$ cat config.mk
export PLATFORM = sky130hd
export DESIGN_NAME = decode_seq
export DESIGN_NICKNAME = d
export VERILOG_FILES = /design/src/rtl/decode_seq.sv
export SDC_FILE = /design/constraint.sdc
export NUM_CORES = 1
export LEC_CHECK = 0
export CORE_MARGIN = 1
export CORE_UTILIZATION = 43
export DETAILED_ROUTE_END_ITERATION = 6
export PLACE_DENSITY = 0.82
export SYNTH_ARGS = -nofsm -noshare
export SYNTH_HDL_FRONTEND = slang
export SYNTH_SLANG_ARGS = --single-unit
export TNS_END_PERCENT = 20
$ cat constraint.sdc
create_clock -name clk -period 4.7 [get_ports clk]
set_input_delay 1.175 -clock clk [delete_from_list [all_inputs] [get_ports clk]]
set_output_delay 1.175 -clock clk [all_outputs]
set_load 0.01 [all_outputs]
$ cat src/rtl/decode_seq.sv
// Fetch/decode T-state sequencer for NOP, relative branches and JMP abs.
// Latches the opcode in T0 and emits rdy/rst-gated Moore strobes toward the branch/PC path.
module decode_seq #(
  parameter logic [7:0] NOP_OPC = 8'hEA,
  parameter logic [7:0] JMP_OPC = 8'h4C
) (
  input  logic       clk,
  input  logic       rst,
  input  logic       rdy,
  input  logic [7:0] data_bus,
  output logic [7:0] opcode,
  output logic       sync,
  output logic       pc_inc_decoder,
  output logic       branch_con,
  output logic [2:0] branch_op,
  output logic       branch_uncon,
  output logic       lower_byte_decoder,
  output logic       illegal
);

  typedef enum logic [1:0] {
    S_RST = 2'd0,
    S_T0  = 2'd1,
    S_T1  = 2'd2,
    S_T2  = 2'd3
  } state_t;

  state_t     state;
  state_t     state_next;
  logic [7:0] opcode_q;

  logic       sync_raw;
  logic       pc_inc_raw;
  logic       branch_con_raw;
  logic [2:0] branch_op_raw;
  logic       branch_uncon_raw;
  logic       lower_raw;
  logic       illegal_raw;
  logic       active;
  logic       is_branch;

  assign is_branch = (opcode_q[4:0] == 5'b10000);
  assign active    = rdy & rst;

  always_ff @(posedge clk) begin
    if (!rst) begin
      state    <= S_RST;
      opcode_q <= NOP_OPC;
    end else if (rdy) begin
      state <= state_next;
      if (state == S_T0) opcode_q <= data_bus;
    end
  end

  always_comb begin
    state_next       = state;
    sync_raw         = 1'b0;
    pc_inc_raw       = 1'b0;
    branch_con_raw   = 1'b0;
    branch_op_raw    = 3'b000;
    branch_uncon_raw = 1'b0;
    lower_raw        = 1'b0;
    illegal_raw      = 1'b0;
    case (state)
      S_RST: state_next = S_T0;
      S_T0: begin
        sync_raw   = 1'b1;
        pc_inc_raw = 1'b1;
        state_next = S_T1;
      end
      S_T1: begin
        state_next = S_T0;
        // Class is taken from the latched opcode only, never from the live bus.
        if (is_branch) begin
          branch_con_raw = 1'b1;
          branch_op_raw  = opcode_q[7:5];
          pc_inc_raw     = 1'b1;
        end else if (opcode_q == JMP_OPC) begin
          lower_raw  = 1'b1;
          pc_inc_raw = 1'b1;
          state_next = S_T2;
        end else if (opcode_q != NOP_OPC) begin
          illegal_raw = 1'b1;
        end
      end
      S_T2: begin
        branch_uncon_raw = 1'b1;
        state_next       = S_T0;
      end
      default: state_next = S_RST;
    endcase
  end

  assign opcode             = rst ? opcode_q : 8'h00;
  assign sync               = sync_raw & active;
  assign pc_inc_decoder     = pc_inc_raw & active;
  assign branch_con         = branch_con_raw & active;
  assign branch_op          = branch_op_raw & {3{active}};
  assign branch_uncon       = branch_uncon_raw & active;
  assign lower_byte_decoder = lower_raw & active;
  assign illegal            = illegal_raw & active;

endmodule

==> Word level (Yosys, flattened, before mapping) <==
Cells that the tools add are included.
{ "classes": {"n_eq_ne": 6, "muxes": 19, "bitwise_logic": 8, "reduce_logical": 3} }
{ "ops": {"columns": ["cell", "count"], "rows": [
  ["1-bit two-way mux", 12],
  ["8-bit by 7-bit == test with 1-bit output (second input constant)", 1],
  ["8-bit two-way mux", 1],
  ["8-bit != test (second input constant)", 1],
  ["1-bit AND", 7],
  ["3-bit two-way mux", 2],
  ["2-bit one-hot mux with 3 select lines", 1],
  ["5-bit == test (second input constant)", 1],
  ["2-bit == test (second input constant)", 2],
  ["2-bit two-way mux", 2],
  ["3-bit AND", 1],
  ["2-bit by 1-bit == test with 1-bit output (second input constant)", 1],
  ["2-bit logical NOT", 1],
  ["1-bit one-hot mux with 2 select lines", 1],
  ["2-bit AND reduction", 1],
  ["2-bit OR reduction", 1]
]} }
{ "word_totals": {"ff_bits": 10, "inputBits": 11, "elab_cells": 38} }

==> Depth between registers and ports, before layout <==
Gate-level depths: netlist of run 1.
{ "logic_depth": {"word_depth": 6, "depth_mapped": 5, "ltp_nobuf": 5} }

==> Least setup slack after synthesis of run 1 <==
OpenSTA, ideal clock, no wires.
{ "synth_timing": {"kind": "in2out", "start": "input port rdy", "end": "output port branch_op[0]", "arrival_ns": 1.904, "t_required_ns": 3.525, "slack_ns": 1.621, "stages": 4, "path_cell_list": "buf_2 nand3_1 nor3_2 and2_1"} }
{ "synth_between": {"elab_chain_len": 2} }
{ "synth_rtl": {"columns": ["item", "line_no", "rtl"], "rows": [
  ["start, declared", "9", "input logic rdy,"],
  ["1-bit AND", "43", "assign active = rdy & rst;"],
  ["3-bit AND", "98", "assign branch_op = branch_op_raw & {3{active}};"],
  ["end, declared", "15", "output logic [2:0] branch_op,"]
]} }
Every way passes these cells.

==> Worst setup path after layout of run 1 <==
{ "layout_timing": {"start": "input port rdy", "end": "output port branch_op[2]"} }
Same word-level chain as after synthesis.

==> results of run 1 <==
-- logic make-up after synthesis --
kind of cell	count (synthesis)	synth area share [%]
AO/OA/AOI/OAI	8	11.04
adder cells (fa/ha/maj)	4	8.032
buffers and inverters	6	5.622
flip-flops	10	32.13
AND/OR/NAND/NOR	44	43.17
-- cell usage in the layout, fill, tap and decap left out, drive strengths merged --
cell type and count:
clkdlybuf4s50 27, nand2 12, and2 12, dfxtp 10, nand3 6, ha 4, clkbuf 4, inv 3
nor2 3, o22a 3, or4b 2, and3 2, nor3 2, or4bb 1, nor4 1, nand4b 1
a21oi 1, o211ai 1, o31a 1, nand2b 1, nor4b 1, o221a 1, o211a 1, buf 1
-- state kept, by name, summed over array words and instances (netlist names) --
signal    flops
state         2
opcode_q      8
-- power by group through the flow --
stage / clock [mW] / combinational (mW) / sequential, mW
finish: 0.0783 / 0.0498 / 0.0968
detailed placement: 0 / 0.0500 / 0.0988
global placement: 0 / 0.0487 / 0.0985
floorplan: 0 / 0.0292 / 0.0969
CTS: 0.0809 / 0.0501 / 0.0968
global route: 0.0834 / 0.0544 / 0.0980
-- Yosys cell counts --
cell	instances	area, sq um
or4b_4	2	27.53
ha_1	4	50.05
nor4_1	1	6.260
nand3_1	6	30.03
o211a_1	1	10.01
and2_2	1	7.510
buf_6	1	11.26
nand2b_1	1	6.260
nand4b_1	1	8.760
nor2_1	3	11.26
nor4b_2	1	15.01
and2_1	11	68.82
nor3_1	1	5.000
inv_1	3	11.26
o221a_1	1	11.26
buf_4	1	7.510
and3_1	2	12.51
a21oi_1	1	5.000
buf_2	1	5.000
dfxtp_1	10	200.2
nand2_1	12	45.04
o211ai_1	1	7.510
o31a_1	1	8.760
or4bb_4	1	15.01
o22a_1	3	26.28
nor3_2	1	10.01
-- per-layer routing --
metal | GRT usage (%) | wire [microns] | vias to the layer above
li1 | - | - | 310
met1 | 25.93 | 693 | 285
met2 | 33.06 | 641 | 22
met3 | 5.000 | 72 | 0
met4 | 2.586 | 0 | 0
met5 | 0 | 0 | -
-- final cells by class --
cell class,count,area [sq um]
Multi-Input combinational cell,56,387.9
Fill cell,107,385.4
Timing Repair Buffer,28,277.8
Sequential cell,10,200.2
Clock buffer,4,36.28
Tap cell,15,18.77
Inverter,3,11.26
-- through the flow --
stage / area (sq um) / utilization, %
final: 932.1 / 70.75
after global routing: 932.1 / 70.75
after CTS: 932.1 / 70.75
after detailed placement: 895.9 / 68.00
after global placement: 895.9 / 68.00
after floorplan: 623.1 / -
-- critical path, stage by stage --
cell             delay [ns]
clkdlybuf4s50_1        0.62
nand3_1                0.19
nor3_2                 0.25
and2_1                 0.18
clkdlybuf4s50_1        0.53
-- worst paths after layout --
check              startpoint            to  slack, ns  cells past startpoint
setup / recovery          rdy  branch_op[2]       0.57                      5
hold / removal    opcode_q[6]   opcode_q[6]       0.50                      2
setup reg to reg  opcode_q[1]      state[1]       3.22                      3
hold reg to reg   opcode_q[6]   opcode_q[6]       0.50                      2
==> run summary, run 1 <==
grt ovf: 0
layout cell share with drive strength beyond 1: 10.89%
Syn Area/Cell: 8.654 sq um
Setup CP Type: in2out
setup TNS: 0 ns
gr usage total: 19.77%
Inst Count DP: 112
# DRC: 0
post-CTS setup buffer count: 0
final hold violation count: 0
post-route ant nets: 0
DR vias: 617
hold_buf cts: 0
core region area: 1318 sq um
root buf cell: clkbuf_4
CP endpoint kind: primary output
# nets final: 117
final wirelength: 1407 microns
Setup-failing EPs final: 0
CTS Buf Count: 3
DIE AREA: 1605 sq um
H-tree Lvls: 1
syn_nets: 87
PwrDens: 241.3 nW/um^2
crit path DAT: 2.95 ns
VDD IR max: 0.0001557 V
clk slew on worst S/H paths: 0.07 ns
static leakage: 0.3913 nW
clock buffer depth: 2
synthesis-to-finish area growth: 49.60%
Die H: 40.07 microns
final worst slack: 0.5742 ns
Tot Pwr: 0.2249 mW
ant diodes: 0
setup slack at placement: 0.5693 ns
worst slew pin tran: 0.2795 ns
IO Pins: 28
max_slew headroom: 81.32%
cell internal pwr: 0.1669 mW
Achievable Freq: 242.4 MHz
1st-pass router iterations: 4
post-synthesis cell type count: 26
Post-Route Skew: 0.001814 ns
Net Sw Frac: 25.77%
YS warnings: 0
worst skew pair latency: 0.26 ns
# Max-Cap Violations: 0
CTS tree: built
Port Buf Inserts: 27
first-pass GRT wire length: 2145 microns
post-synth design cell area: 623.1 sq um
post-layout minimum cycle time: 4.126 ns
drt initial violations: 18
startpoint types: input port
row count: 13
Reg power frac: 43.0%
Psw: 0.05796 mW
outcome: complete, no violations
post-synthesis sequential area ratio: 32.13%
Gate Count Post-Synth: 72
Clk pwr share: 34.8%
Crit path required time: 3.52 ns
initial antenna violation count: 0
Combinational Power Share: 22.1%
largest net degree at the start of global routing: 13
Hold Path Class: reg2reg
Post-DP HPWL: 1099 microns
final estimated routing congestion in global placement: 0.7853
CP max FO: 10
wire per inst: 12.13 microns
RSZ-0062 raised after global routing: false
Yosys reg bits: 10
CTS resizes: 0
number of global-route vias before repair: 511
Final Max Tran Viols: 0
Clock Sinks: 10
Die X: 40.07 microns
Finished Layout Cells: 116
Final period util: 87.78%
Hold Slack: 0.4994 ns
Vias/cell: 5.319
initial core utilization: 47.29%
No activity file was read; power rests on OpenSTA's default activity.
==> run 2: changes to the inputs <==
--- a/config.mk
+++ b/config.mk
@@ -9,6 +9,7 @@
 export CORE_UTILIZATION = 43
 export DETAILED_ROUTE_END_ITERATION = 6
 export PLACE_DENSITY = 0.82
+export SLEW_MARGIN = 20
 export SYNTH_ARGS = -nofsm -noshare
 export SYNTH_HDL_FRONTEND = slang
 export SYNTH_SLANG_ARGS = --single-unit
==> results of run 2 <==
Same layout as run 1: the final DEF is identical, and so are final timing and power.
==> run 3: changes to the inputs <==
--- a/config.mk
+++ b/config.mk
@@ -5,10 +5,14 @@
 export SDC_FILE = /design/constraint.sdc
 export NUM_CORES = 1
 export LEC_CHECK = 0
+export CELL_PAD_IN_SITES_DETAIL_PLACEMENT = 0
+export CELL_PAD_IN_SITES_GLOBAL_PLACEMENT = 1
+export CORE_ASPECT_RATIO = 1.2
 export CORE_MARGIN = 1
-export CORE_UTILIZATION = 43
+export CORE_UTILIZATION = 30
 export DETAILED_ROUTE_END_ITERATION = 6
-export PLACE_DENSITY = 0.82
+export PLACE_DENSITY_LB_ADDON = 0.1
+export REMOVE_ABC_BUFFERS = 1
 export SLEW_MARGIN = 20
 export SYNTH_ARGS = -nofsm -noshare
 export SYNTH_HDL_FRONTEND = slang
==> run 3 against run 2 <==
The flow now finishes with violations (design-rule violations). Sequential power about the same. Flip-flop and latch count did not move. Sequential share of layout area rose by 0.20 points. Wire length increased by 5.9%. Non-clock buffer count unchanged. Final cell count up 2.6%. Final area fell by 0.94%. Global-route usage shrank 5.4 points. Clock power is 27% lower. Largest cell class unchanged. Largest power group unchanged.
==> run summary, run 3 (synthesis gave the netlist of run 1 again) <==
H-tree Lvls: 1
Hold Path Class: reg2reg
first-pass GRT wire length: 2346 microns
setup slack at placement: 0.6102 ns
Tot Pwr: 0.2051 mW
RSZ-0062 raised after global routing: false
# DRC: 1
Port Buf Inserts: 27
worst skew pair latency: 0.26 ns
drt initial violations: 3
hold_buf cts: 0
most common cell after layout, fill and taps aside: clkdlybuf4s50_1
critical path's top delay family: buffers and inverters
DR top layer: met4
Placement Cell Area: 900.9 sq um
most frequent cells in the layout: 27 x clkdlybuf4s50_1, 12 x nand2_1, 11 x and2_1, 10 x dfxtp_1, 6 x nand3_1
initial antenna violation count: 0
final hold violation count: 0
Die H: 51.93 microns
slowest cell delay on critical path: 0.66 ns
wire per inst: 12.52 microns
final estimated routing congestion in global placement: 0.7121
max reg flops: 8
Crit path required time: 3.52 ns
VDD IR max: 0.0001501 V
clock buffer depth: 2
outcome: complete, but fails checks
post-CTS setup buffer count: 0
Post-Route Skew: 0.002981 ns
IO Pins: 28
gr usage total: 14.37%
crit path DAT: 2.93 ns
critical path's slowest cell: clkdlybuf4s50_1
WHS Path Cells: 2
WP buf/inv: 3
Achievable Freq: 243.7 MHz
worst slew pin tran: 0.3273 ns
synthesis-to-finish area growth: 48.19%
M1 wire length: 747 microns
failing checks: design-rule violations
final wirelength: 1490 microns
max_slew headroom: 78.11%
initial core utilization: 32.91%
critical path depth: 6
top flop regs: opcode_q x8, state x2
startpoint types: input port
grt ovf: 0
largest net degree at the start of global routing: 11
Setup-failing EPs final: 0
Final Max Tran Viols: 0
layout cell share with drive strength beyond 1: 10.00%
CTS tree: built
CTS resizes: 0
CP cell instances: clkdlybuf4s50_1, buf_4, o211ai_1, nor2_1, o31a_1, clkdlybuf4s50_1
fin util: 48.78%
PwrDens: 222.2 nW/um^2
final instance area: 923.4 sq um
CP endpoint kind: primary output
Vias/cell: 5.193
Clock Sinks: 10
met3 wire length: 49 microns
Post-DP HPWL: 1112 microns
row count: 17
Setup CP Type: in2out
# Max-Cap Violations: 0
core region area: 1893 sq um
metal2 WL: 684 microns
1st-pass router iterations: 5
Largest Register: opcode_q
CTS Buf Count: 3
post-layout minimum cycle time: 4.104 ns
root buf cell: clkbuf_4
ant diodes: 0
final worst slack: 0.5964 ns
CP max FO: 10
# nets final: 117
DIE AREA: 2264 sq um
Top cell by count, worst path: clkdlybuf4s50_1
post-route ant nets: 0
Die X: 43.61 microns
setup TNS: 0 ns
number of global-route vias before repair: 533
Reg2Reg Depth: 3
Final period util: 87.31%
DR vias: 618
clk slew on worst S/H paths: 0.06 ns
static leakage: 0.3841 nW
run 3: cell types whose count changed in the layout (fill, tap and decap cells not counted), sizes merged:
cell	before	now
clkbuf	4	3
run 3: report_power, final:
group	internal, mW	switching (mW)
combinational	0.0294	0.0214
sequential	0.0907	0.00616
clock	0.0295	0.0279
total	0.150	0.0555
run 3: per-layer routing:
layer | vias to the layer above | global-route usage, %
met3 | 2 | 2.083
met2 | 17 | 21.64
met1 | 291 | 18.74
met4 | 0 | 9.375
met5 | - | 0
li1 | 308 | -
run 3: path summary, 6_finish.rpt:
path / from / to / slack, ns
worst max-delay path: rst / pc_inc_decoder / 0.60
worst min-delay path: opcode_q[6] / opcode_q[6] / 0.51
worst max register to register: opcode_q[1] / state[1] / 3.24
worst min register to register: opcode_q[6] / opcode_q[6] / 0.51
run 3: cell type report:
class / count / area (sq um)
Fill cell: 199 / 969.7
Multi-Input combinational cell: 56 / 387.9
Timing Repair Buffer: 28 / 277.8
Sequential cell: 10 / 200.2
Tap cell: 19 / 23.77
Clock buffer: 3 / 22.52
Inverter: 3 / 11.26
run 3: stage by stage:
| step | instances | hold WS [ns] |
|---|---|---|
| 2_1_floorplan | 69 | 0.4586 |
| 3_3_place_gp | 116 | 0.4825 |
| 3_5_place_dp | 116 | 0.4995 |
| 4_1_cts | 119 | 0.5102 |
| 5_1_grt | 119 | 0.5254 |
| 6_report | 119 | 0.5120 |
run 3: tightest hold or removal path, stage by stage, from the launching register on:
cell and delay [ns]:
dfxtp_1 0.34, nand2_1 0.06, nand3_1 0.06
